**src/rtl/vid_rx_stat.sv**
```systemverilog
// Video stream monitor: measures width/height/checksum of each frame from a
// di/de/hs/vs stream and raises sticky flags on protocol violations.
module vid_rx_stat #(
  parameter int PIXEL_WIDTH = 8,
  parameter int CNT_WIDTH   = 16
) (
  input  logic                   clk,
  input  logic                   rst_n,
  input  logic [PIXEL_WIDTH-1:0] di_i,
  input  logic                   de_i,
  input  logic                   hs_i,
  input  logic                   vs_i,
  input  logic                   clr_i,
  output logic [CNT_WIDTH-1:0]   frame_w_o,
  output logic [CNT_WIDTH-1:0]   frame_h_o,
  output logic [31:0]            frame_sum_o,
  output logic [CNT_WIDTH-1:0]   frame_cnt_o,
  output logic                   frame_done_o,
  output logic                   err_line_len_o,
  output logic                   err_de_blank_o
);

  typedef enum logic [1:0] {WAIT_VS, H_BLANK, IN_LINE} state_t;

  state_t               state_q, state_d;
  logic                 vs_r_q, hs_r_q;
  logic [CNT_WIDTH-1:0] pix_cnt_q, pix_cnt_d;
  logic [CNT_WIDTH-1:0] line_cnt_q, line_cnt_d;
  logic [CNT_WIDTH-1:0] ref_w_q, ref_w_d;
  logic [31:0]          sum_q, sum_d;
  logic [CNT_WIDTH-1:0] frame_w_q, frame_h_q, frame_cnt_q, frame_cnt_d;
  logic [31:0]          frame_sum_q;
  logic                 done_q, err_len_q, err_deb_q;

  logic vs_rise, vs_fall, hs_rise, hs_fall;
  logic active, start, accept, de_err;
  logic line_close, line_counted, first_line, len_err, frame_close;

  always_comb begin
    vs_rise = vs_i & ~vs_r_q;
    vs_fall = ~vs_i & vs_r_q;
    hs_fall = ~hs_i & hs_r_q;
    hs_rise = hs_i & ~hs_r_q;

    active      = (state_q != WAIT_VS);
    start       = (state_q == WAIT_VS) & vs_rise;
    accept      = de_i & ~hs_i & vs_i & (active | start);
    de_err      = de_i & (hs_i | ~vs_i) & active;

    line_close   = (state_q == IN_LINE) & (hs_rise | vs_fall);
    line_counted = line_close & (pix_cnt_q != '0);
    first_line   = (line_cnt_q == '0);
    len_err      = line_counted & ~first_line & (pix_cnt_q != ref_w_q);
    frame_close  = active & vs_fall;

    // Pixels can never be accepted on a closing edge (hs_i=1 or vs_i=0),
    // so clearing on close never drops a pixel.
    pix_cnt_d = pix_cnt_q;
    if (line_close || frame_close) pix_cnt_d = '0;
    else if (accept && !(&pix_cnt_q)) pix_cnt_d = pix_cnt_q + 1'b1;

    line_cnt_d = line_cnt_q;
    if (line_counted && !(&line_cnt_q)) line_cnt_d = line_cnt_q + 1'b1;

    ref_w_d = (line_counted && first_line) ? pix_cnt_q : ref_w_q;

    sum_d = sum_q + (accept ? 32'(di_i) : 32'd0);

    frame_cnt_d = clr_i ? '0 : frame_cnt_q;
    if (frame_close) frame_cnt_d = frame_cnt_d + 1'b1;

    state_d = state_q;
    case (state_q)
      WAIT_VS: if (vs_rise) state_d = hs_fall ? IN_LINE : H_BLANK;
      H_BLANK: if (vs_fall) state_d = WAIT_VS;
               else if (hs_fall && vs_i) state_d = IN_LINE;
      IN_LINE: if (vs_fall) state_d = WAIT_VS;
               else if (hs_rise) state_d = H_BLANK;
      default: state_d = WAIT_VS;
    endcase
  end

  always_ff @(posedge clk or negedge rst_n) begin
    if (!rst_n) begin
      state_q     <= WAIT_VS;
      vs_r_q      <= 1'b1;
      hs_r_q      <= 1'b1;
      pix_cnt_q   <= '0;
      line_cnt_q  <= '0;
      ref_w_q     <= '0;
      sum_q       <= '0;
      frame_w_q   <= '0;
      frame_h_q   <= '0;
      frame_sum_q <= '0;
      frame_cnt_q <= '0;
      done_q      <= 1'b0;
      err_len_q   <= 1'b0;
      err_deb_q   <= 1'b0;
    end else begin
      state_q     <= state_d;
      vs_r_q      <= vs_i;
      hs_r_q      <= hs_i;
      pix_cnt_q   <= pix_cnt_d;
      frame_cnt_q <= frame_cnt_d;
      done_q      <= frame_close;
      // Set wins over a clear on the same edge.
      err_len_q   <= (err_len_q & ~clr_i) | len_err;
      err_deb_q   <= (err_deb_q & ~clr_i) | de_err;
      if (frame_close) begin
        frame_w_q   <= ref_w_d;
        frame_h_q   <= line_cnt_d;
        frame_sum_q <= sum_d;
        line_cnt_q  <= '0;
        ref_w_q     <= '0;
        sum_q       <= '0;
      end else begin
        line_cnt_q  <= line_cnt_d;
        ref_w_q     <= ref_w_d;
        sum_q       <= sum_d;
      end
    end
  end

  assign frame_w_o      = frame_w_q;
  assign frame_h_o      = frame_h_q;
  assign frame_sum_o    = frame_sum_q;
  assign frame_cnt_o    = frame_cnt_q;
  assign frame_done_o   = done_q;
  assign err_line_len_o = err_len_q;
  assign err_de_blank_o = err_deb_q;

endmodule

```
**config.mk**
```make
export PLATFORM = sky130hd
export DESIGN_NAME = vid_rx_stat
export DESIGN_NICKNAME = d
export VERILOG_FILES = /design/src/rtl/vid_rx_stat.sv
export SDC_FILE = /design/constraint.sdc
export NUM_CORES = 1
export LEC_CHECK = 0
export ABC_AREA = 1
export BUFFER_PORTS_ARGS = -buffer_cell sky130_fd_sc_hd__buf_4
export CORE_MARGIN = 5
export CORE_UTILIZATION = 40
export CTS_CLUSTER_DIAMETER = 200
export DETAILED_ROUTE_END_ITERATION = 10
export PLACE_DENSITY = 0.59
export SYNTH_ARGS = -nofsm -noshare
export SYNTH_HDL_FRONTEND = slang
export SYNTH_SLANG_ARGS = --single-unit
```
**constraint.sdc**
```tcl
create_clock -name clk -period 3.6 [get_ports clk]
set_clock_uncertainty 0.05 [all_clocks]
set_input_delay 0.18 -clock clk [delete_from_list [all_inputs] [get_ports clk]]
set_output_delay 0.18 -clock clk [all_outputs]
set_load 0.01 [all_outputs]
```
Yosys cells after proc, flatten, opt, wreduce, memory -nomap -nowiden
Index checks and enable logic that the tools add are counted.
Widths: inputs -> output; s select.
{ "totals": {"reg_bits": 167, "inputBits": 14, "out_inout_bits": 83} }
{ "op_classes": {"addsub": 4, "n_eq_ne": 6, "muxes": 17, "bitwise_logic": 28, "n_reduce_logical": 15} }
{ "ops": {"columns": ["cell", "count"], "rows": [
  ["$mux 16", 8],
  ["$add 16x1->16 const B", 3],
  ["$add 32x8->32", 1],
  ["$mux 32", 1],
  ["$reduce_and 16->1", 2],
  ["$and 1x1->1", 17],
  ["$logic_not 16->1", 1],
  ["$ne 16x16->1", 1],
  ["$reduce_bool 16->1", 1],
  ["$mux 2", 6],
  ["$mux 8", 1],
  ["$ne 3x3->1 const B", 2],
  ["$not 1->1", 6],
  ["$pmux 2 s3", 1],
  ["$or 1x1->1", 5],
  ["$logic_and 1x1->1", 4],
  ["$reduce_bool 2->1", 2],
  ["$reduce_and 3->1", 1],
  ["$eq 2x1->1 const B", 1],
  ["$eq 2x2->1 const B", 1],
  ["$logic_not 1->1", 2],
  ["$logic_not 2->1", 1],
  ["$ne 2x2->1 const B", 1],
  ["$logic_or 1x1->1", 1]
]} }

Longest topological paths before layout
Gate-level depths: netlist of run 1.
{ "depth": {"depth_word": 8, "mapped_depth": 16} }

Worst setup path before layout of run 1
OpenSTA, ideal clock, no wires.
{ "synth_timing": {"kind": "register -> register", "startpoint": "register vs_r_q", "endpoint": "register frame_sum_q[18] (netlist: frame_sum_o[18])", "setup_time_ns": 0.118, "t_arrival_ns": 2.052, "path_slack_ns": 1.381, "stages_incl_launch_ff": 16, "path_buffers": 0, "cell_sequence": "dfstp_2 -> o21ai_2 -> nand3_4 -> nor2_1 -> ha_1 -> fa_1 -> nand2_1 -> nand3_1 -> nand3_1 -> nand2_1 -> nand2_1 -> nand2_1 -> nand2_1 -> nand2_1 -> nand3_1 -> nand2_1"} }
{ "synth_between": {"elab_chain_cells": 7, "elab_cells_between_ends": 9, "classes_between": "add/sub (1); mux (1); bitwise (7)"} }
{ "synth_rtl": {"columns": ["element", "line_no", "text"], "rows": [
  ["start, declared", "26", "logic vs_r_q, hs_r_q;"],
  ["start signal, assigned", "101", "vs_r_q <= vs_i;"],
  ["$not 1->1", "40", "vs_rise = vs_i & ~vs_r_q;"],
  ["$and 1x1->1", "40", null],
  ["$and 1x1->1", "46", "start = (state_q == WAIT_VS) & vs_rise;"],
  ["$or 1x1->1", "47", "accept = de_i & ~hs_i & vs_i & (active | start);"],
  ["$and 1x1->1", "47", null],
  ["$mux 8", "67", "sum_d = sum_q + (accept ? 32'(di_i) : 32'd0);"],
  ["$add 32x8->32", "67", null],
  ["end signal, assigned", "112", "frame_sum_q <= sum_d;"],
  ["end, declared", "32", "logic [31:0] frame_sum_q;"]
]} }
Parallel ways exist; a longest one is shown, timed or not.
A chain may end at the register's enable or synchronous reset.

Worst setup path in the final report of run 1
{ "layout_timing": {"startpoint": "input port vs_i", "endpoint": "register frame_sum_q[20] (netlist: frame_sum_o[20])"} }
{ "layout_between": {"elab_chain_cells": 6, "elab_cells_between_ends": 10, "classes_between": "add/sub (1); mux (1); bitwise (8)"} }
{ "layout_rtl": {"columns": ["element", "line_no", "text"], "rows": [
  ["start, declared", "12", "input logic vs_i,"],
  ["$and 1x1->1", "40", null],
  ["$and 1x1->1", "46", null],
  ["$or 1x1->1", "47", null],
  ["$and 1x1->1", "47", null],
  ["$mux 8", "67", null],
  ["$add 32x8->32", "67", null]
]} }
Parallel ways exist; a longest one is shown, timed or not.

==> metrics, run 1 <==
Syn Std Cell Area 0.009110 sq mm; die area roughly 0.026 sq mm; Data required, critical path slightly below 4000 ps; routing usage on met2 between 20 and 30%; clk buf depth 2; Worst Path Max Fanout 10; Die Ht around 160 um; GP Congestion between 0.8 and 0.9; clock sink total 167; Hold WC Path Type primary input to flip-flop; hold slack around 20 ps; total CTS buffers 17; die width 160.9 um; number of global-route vias before repair 7665; Via density between 4 and 5; Final period util between 70% and 80%; initial antenna violation count 0; R2R Path Start vs_r_q; fillers 2241; RSZ-0062 raised after global routing false; Vias approximately 7800; final wirelength ~22000 um; met1 usage a little over a quarter; Wirelength per Cell roughly 14 um; Slew HR a little under half; # DRC 0; Post-synth ARST share 100.0%; number of register bits inferred by synthesis 167; max-cap violation count 0; CTS resizes 0; Syn-to-layout area delta 17.32%; f_max 0.3661 GHz; Syn Inst Count around 1200; Syn Area/Cell approximately 7.6 sq um; Worst setup SP type primary input; Critical Path Start vs_i; Fin. Hold Viols 0; final setup margin roughly 870 ps; net count after synthesis approximately 1200; global-route wire length before repair about 38000 um; core area ~0.023 sq mm; Post-synth EDFFs 0; total grt overflow 0; layout cells sized above 1 between 10% and 20%; CTS tree yes; synth warn 0; Post-synth top flop dfrtp_1; # diodes 0; Core Rows 55; sequential share of the synthesized area between 40% and 50%; PwrDens approximately 540 mW/mm^2; hpwl dp approximately 16000 um; post-CTS setup buffer count 0; critical path data arrival time about 3000 ps; Setup crit end kind flip-flop; post-layout net count approximately 1300; CTS root buffer clkbuf_16; Port Buffer Count 96; Crit Path Class primary input to flip-flop; Pre-antenna DRT Iters 5; GRT Overall Usage roughly 18%; CP cell instances dlygate4sd3_1 -> buf_4 -> inv_2 -> o21ai_2 -> nand3_4 -> nor2_1 -> ha_1 -> fa_1 -> nand2_1 -> o21ai_0 -> nand3_1 -> nand2_1 -> nand2_1 -> nand2_1 -> nand2_1 -> nand2_1 -> nand2_1; Place WS approximately 940 ps; placed cell area between 0.01 and 0.015 sq mm; status finished clean; Period minus WS final 2731 ps; Pleak between 0.005 and 0.006 uW; boundary pin count 97; Max stage delay on crit path 530 ps; Yosys cell types 42; most crowded layer after global routing met2; initial core utilization between 40% and 50%; grt met3 use under 10%; TNS Setup 0 ps; most used cell, CP nand2_1; clk slew on worst S/H paths approximately 70 ps; Final Max Tran Viols 0; Tightest Pin Transition 819.0 ps; Skew-Pair Late Insertion Delay 430 ps; final std cell area, no fill about 0.011 sq mm; peak supply drop around 0.33 mV; largest net degree at the start of global routing between 80 and 90; final setup vio count 0; HP Start de_i; CP max stage cell dlygate4sd3_1; post-detailed-route count of antenna-violating nets 0; initial DRC count around 430; H-tree depth 4
## path summary, 6_finish.rpt
kind                                        end  slack (ps)  depth (start not counted)
worst max-delay path            frame_sum_o[20]         870                         17
min in group asynchronous          frame_w_o[3]         310                          2
worst min register to register    frame_w_o[11]         430                          2
worst max register to register  frame_sum_o[20]         930                         14
max in group asynchronous                hs_r_q        2330                          3
worst min-delay path             err_de_blank_o          20                          3
## where the power goes
part           switching (uW)  internal, uW
Clock                     812           999
Combinational             918           626
Sequential                254          2190
## through the flow
step / cells / util (%) / power, uW
detailed placement: 1560 / 44.82 / 4039
global placement: 1560 / 44.82 / 4018
floorplan: 1203 / - / 3465
global route: 1595 / 47.50 / 6190
CTS: 1595 / 47.50 / 5874
finish: 1595 / 47.50 / 5800
## state kept, by name, indices dropped and copies added, names as in the netlist
name	count
err_de_blank_o	1
hs_r_q	1
vs_r_q	1
err_line_len_o	1
line_cnt_q	16
frame_sum_o	32
pix_cnt_q	16
frame_w_o	16
frame_done_o	1
ref_w_q	16
sum_q	32
frame_cnt_o	16
frame_h_o	16
state_q	2
## timing repair
action,4_1_cts,5_1_grt
setup endpoints to repair,0,0
hold buffers,3,0
endpoints found under the hold margin,82,0
## worst max-delay path: cells and delay by family
kind                     cells  cell delay, ps
AND/OR/NAND/NOR             10            1080
buffers and inverters        3             720
AO/OA/AOI/OAI                2             610
adder cells (fa/ha/maj)      2             400
## placed cells by master, fill, tap and decap left out, types with 24 or more instances in the layout
| cell | count |
|---|---|
| a21oi_1 | 26 |
| inv_1 | 112 |
| dfrtp_1 | 165 |
| nand3_1 | 95 |
| xnor2_1 | 31 |
| nor2_1 | 127 |
| nand2_1 | 415 |
| o21ai_0 | 24 |
| nand2_2 | 25 |
| buf_4 | 103 |
## final cells by class
cell class | count | area, sq um | share of cell area, %
Multi-Input combinational cell | 876 | 4262 | 39.87
Tap cell | 285 | 356.6 | 3.336
Clock buffer | 19 | 452.9 | 4.238
Inverter | 127 | 480.5 | 4.495
Sequential cell | 167 | 4182 | 39.12
Clock inverter | 13 | 120.1 | 1.124
Timing Repair Buffer | 108 | 834.6 | 7.808
## kinds of logic after synthesis
family,count (synthesis),share of synthesized area (%)
buf+inv,160,7.375
simple gates,746,35.98
xor+xnor,50,4.807
fa+ha+maj,14,2.005
compound gates,66,3.928
flops,167,45.90
## layer usage
layer,up-vias,share of wire (%)
li1,3964,-
met1,3633,52
met2,153,43
met3,20,4.0
met4,0,1.1
met5,-,0
## synth_stat cells, types with 3 or more instances
| cell type | number | share of area [%] |
|---|---|---|
| xnor2_1 | 31 | 3.0 |
| inv_1 | 113 | 4.7 |
| o21ai_1 | 7 | 0.38 |
| nand3b_1 | 13 | 1.1 |
| nor3_1 | 20 | 1.1 |
| buf_6 | 4 | 0.49 |
| clkbuf_1 | 8 | 0.33 |
| nor3_2 | 3 | 0.33 |
| nand3_1 | 95 | 5.2 |
| o21ai_0 | 24 | 1.3 |
| buf_4 | 5 | 0.41 |
| nand2_2 | 26 | 1.8 |
| dfrtp_1 | 165 | 45 |
| ha_1 | 13 | 1.8 |
| buf_2 | 16 | 0.88 |
| nor2_1 | 127 | 5.2 |
| inv_2 | 12 | 0.49 |
| nor2_4 | 5 | 0.62 |
| xor2_1 | 19 | 1.8 |
| nand4_1 | 22 | 1.5 |
| nand2_1 | 415 | 17 |
| nor2_2 | 7 | 0.48 |
| a21oi_1 | 26 | 1.4 |
Power figures use the tool's default switching activity.
==> run 2: changes to the inputs <==
- clock period: 3.6 -> 2.68 ns (I/O delays scaled with it)
==> run 2 against run 1 <==
- global-route usage shrank 0.35 points
- wire length shrank 1.6%
- register-to-register slack lost 750 ps
- worst hold slack gained 150 ps
- non-clock buffer count grew 2
- die area is the same
- first-iteration DRC count grew 15%
- highest routed layer unchanged
- via count shrank 1.4%
- sequential share of layout area shrank 0.15 points
- flip-flop and latch count is the same
==> metrics, run 2 (same netlist as run 1, synthesis figures left out) <==
max-cap violation count 0 (unchanged); Bufs and invs on worst path 0 (-3); Pre-antenna DRT Iters 5 (unchanged); CP cell instances o21ai_2 -> nand3_4 -> nor2_1 -> ha_1 -> fa_1 -> nand2_1 -> nand3_1 -> nand3_1 -> nand2_1 -> nand2_1 -> nand2_2 -> nand2_1 -> nand2_1 -> nand3_1 -> nand2_1; Skew-Pair Late Insertion Delay 430 ps (about the same); core area 0.02250 sq mm (unchanged); Setup crit end kind flip-flop; Data required, critical path 2950 ps (-930 ps); number of global-route vias before repair 7437 (-3.0%); GP Congestion 0.8620 (-1.7%); peak supply drop 0.4254 mV (+28%); CTS root buffer clkbuf_16; die width 160.9 um (unchanged); f_max 0.4004 GHz; final setup vio count 0 (unchanged); TNS Setup 0 ps (unchanged); Syn-to-layout area delta 17.79%; clk buf depth 2 (unchanged); Crit Path Class flip-flop to flip-flop; Die Ht 160.9 um (unchanged); Via density 4.796 (-1.5%); initial core utilization 40.48% (unchanged); final wirelength 21760 um (-1.6%); Worst Path Max Fanout 6 (-4); Worst setup SP type flip-flop; Vias 7660 (-1.4%); Wirelength per Cell 13.62 um (-1.7%); CTS tree yes; clk slew on worst S/H paths 60 ps (about the same); initial DRC count 495 (+15%); Port Buffer Count 96 (unchanged); delay-heaviest family, CP simple AND/OR/NAND/NOR gates; GRT Overall Usage 17.47% (-0.35 points); total CTS buffers 17 (unchanged); hpwl dp 15560 um (-3.4%); Fin. Hold Viols 0 (unchanged); Period minus WS final 2497 ps; Slew HR 51.83% (+6.4 points); layout cells sized above 1 15.55% (-0.25 points); # diodes 0 (unchanged); Final period util between 90% and 100%; Pleak 0.005598 uW (-0.12%); final setup margin 182.6 ps (-686.2 ps); status finished clean; Core Rows 55 (unchanged); boundary pin count 97 (unchanged); total grt overflow 0 (unchanged); CP max stage cell dfstp_2; initial antenna violation count 0 (unchanged); commonest non-fill, non-tap cell in the layout nand2_1; post-detailed-route count of antenna-violating nets 0 (unchanged); most used cell, CP nand2_1; Max stage delay on crit path 560 ps (+30 ps); clock sink total 167 (unchanged); Final Max Tran Viols 0 (unchanged); commonest non-fill, non-tap cells in the layout nand2_1 (412), dfrtp_1 (165), nor2_1 (127); critical path data arrival time 2760 ps (-250 ps); post-layout net count 1327 (+0.15%); Hold WC Path Type primary input to flip-flop; # DRC 0 (unchanged); largest net degree at the start of global routing 109 (+30%); RSZ-0062 raised after global routing true; PwrDens 725.9 mW/mm^2 (+34%); Tightest Pin Transition 722.5 ps (-96.52 ps); global-route wire length before repair 37340 um (-2.2%); die area 0.02589 sq mm (unchanged); Place WS 32.22 ps (-909.5 ps); H-tree depth 4 (unchanged)
==> run 2: cell type report <==
type,count,area [sq um]
clock inverter,8,101.3
fill,2207,11770
sequential,167,4182
multi-input combinational,876,4269
clock buffer,24,461.7
timing repair buffer,110,879.6
inverter,127,480.5
tap,285,356.6
==> run 2: where the power goes <==
part / switching [uW] / total [uW] / internal, uW / leakage, uW
Sequential: 349 / 3290 / 2940 / 0.00229
Clock: 1010 / 2410 / 1400 / 0.000264
Combinational: 1230 / 2090 / 856 / 0.00304
==> run 2: per-stage QoR <==
stage	power (uW)	cell area [sq um]	cells	util, %	hold slack (ps)
floorplan	4655	9110	1203	-	-211.6
global placement	5401	10090	1558	44.86	163.5
detailed placement	5430	10090	1558	44.86	160.2
CTS	7883	10710	1595	47.58	156.9
global route	8301	10730	1597	47.68	191.0
finish	7789	10730	1597	47.68	174.4
==> run 2: final timing paths <==
kind	end	depth (start not counted)	startpoint	slack, ps
max in group asynchronous	vs_r_q	3	rst_n	1570
setup reg to reg	frame_sum_o[26]	15	vs_r_q	180
min in group asynchronous	ref_w_q[7]	2	rst_n	240
setup / recovery	frame_sum_o[26]	15	vs_r_q	180
hold reg to reg	frame_h_o[11]	2	frame_h_o[11]	430
hold / removal	sum_q[0]	6	di_i[0]	170
==> run 2: what timing repair did <==
item / in CTS / in global routing
hold buffers: 5 / 0
buffers inserted: 0 / 2
resized for setup: 0 / 5
endpoints found under the setup margin: 0 / 21
hold endpoints to repair: 73 / 0
==> run 2: worst min-delay path, stage by stage <==
cell    delay (ps)
buf_4           80
inv_1           30
nor2_1          90
ha_1           120
inv_1           50
nor2_1          90
==> run 2: layer usage <==
layer / up-vias / share of wire, % / track usage (%)
met2: 150 / 43 / 26.59
met1: 3515 / 52 / 25.65
met3: 16 / 4.1 / 3.644
met4: 0 / 0.74 / 4.071
li1: 3979 / - / -
met5: - / 0 / 0
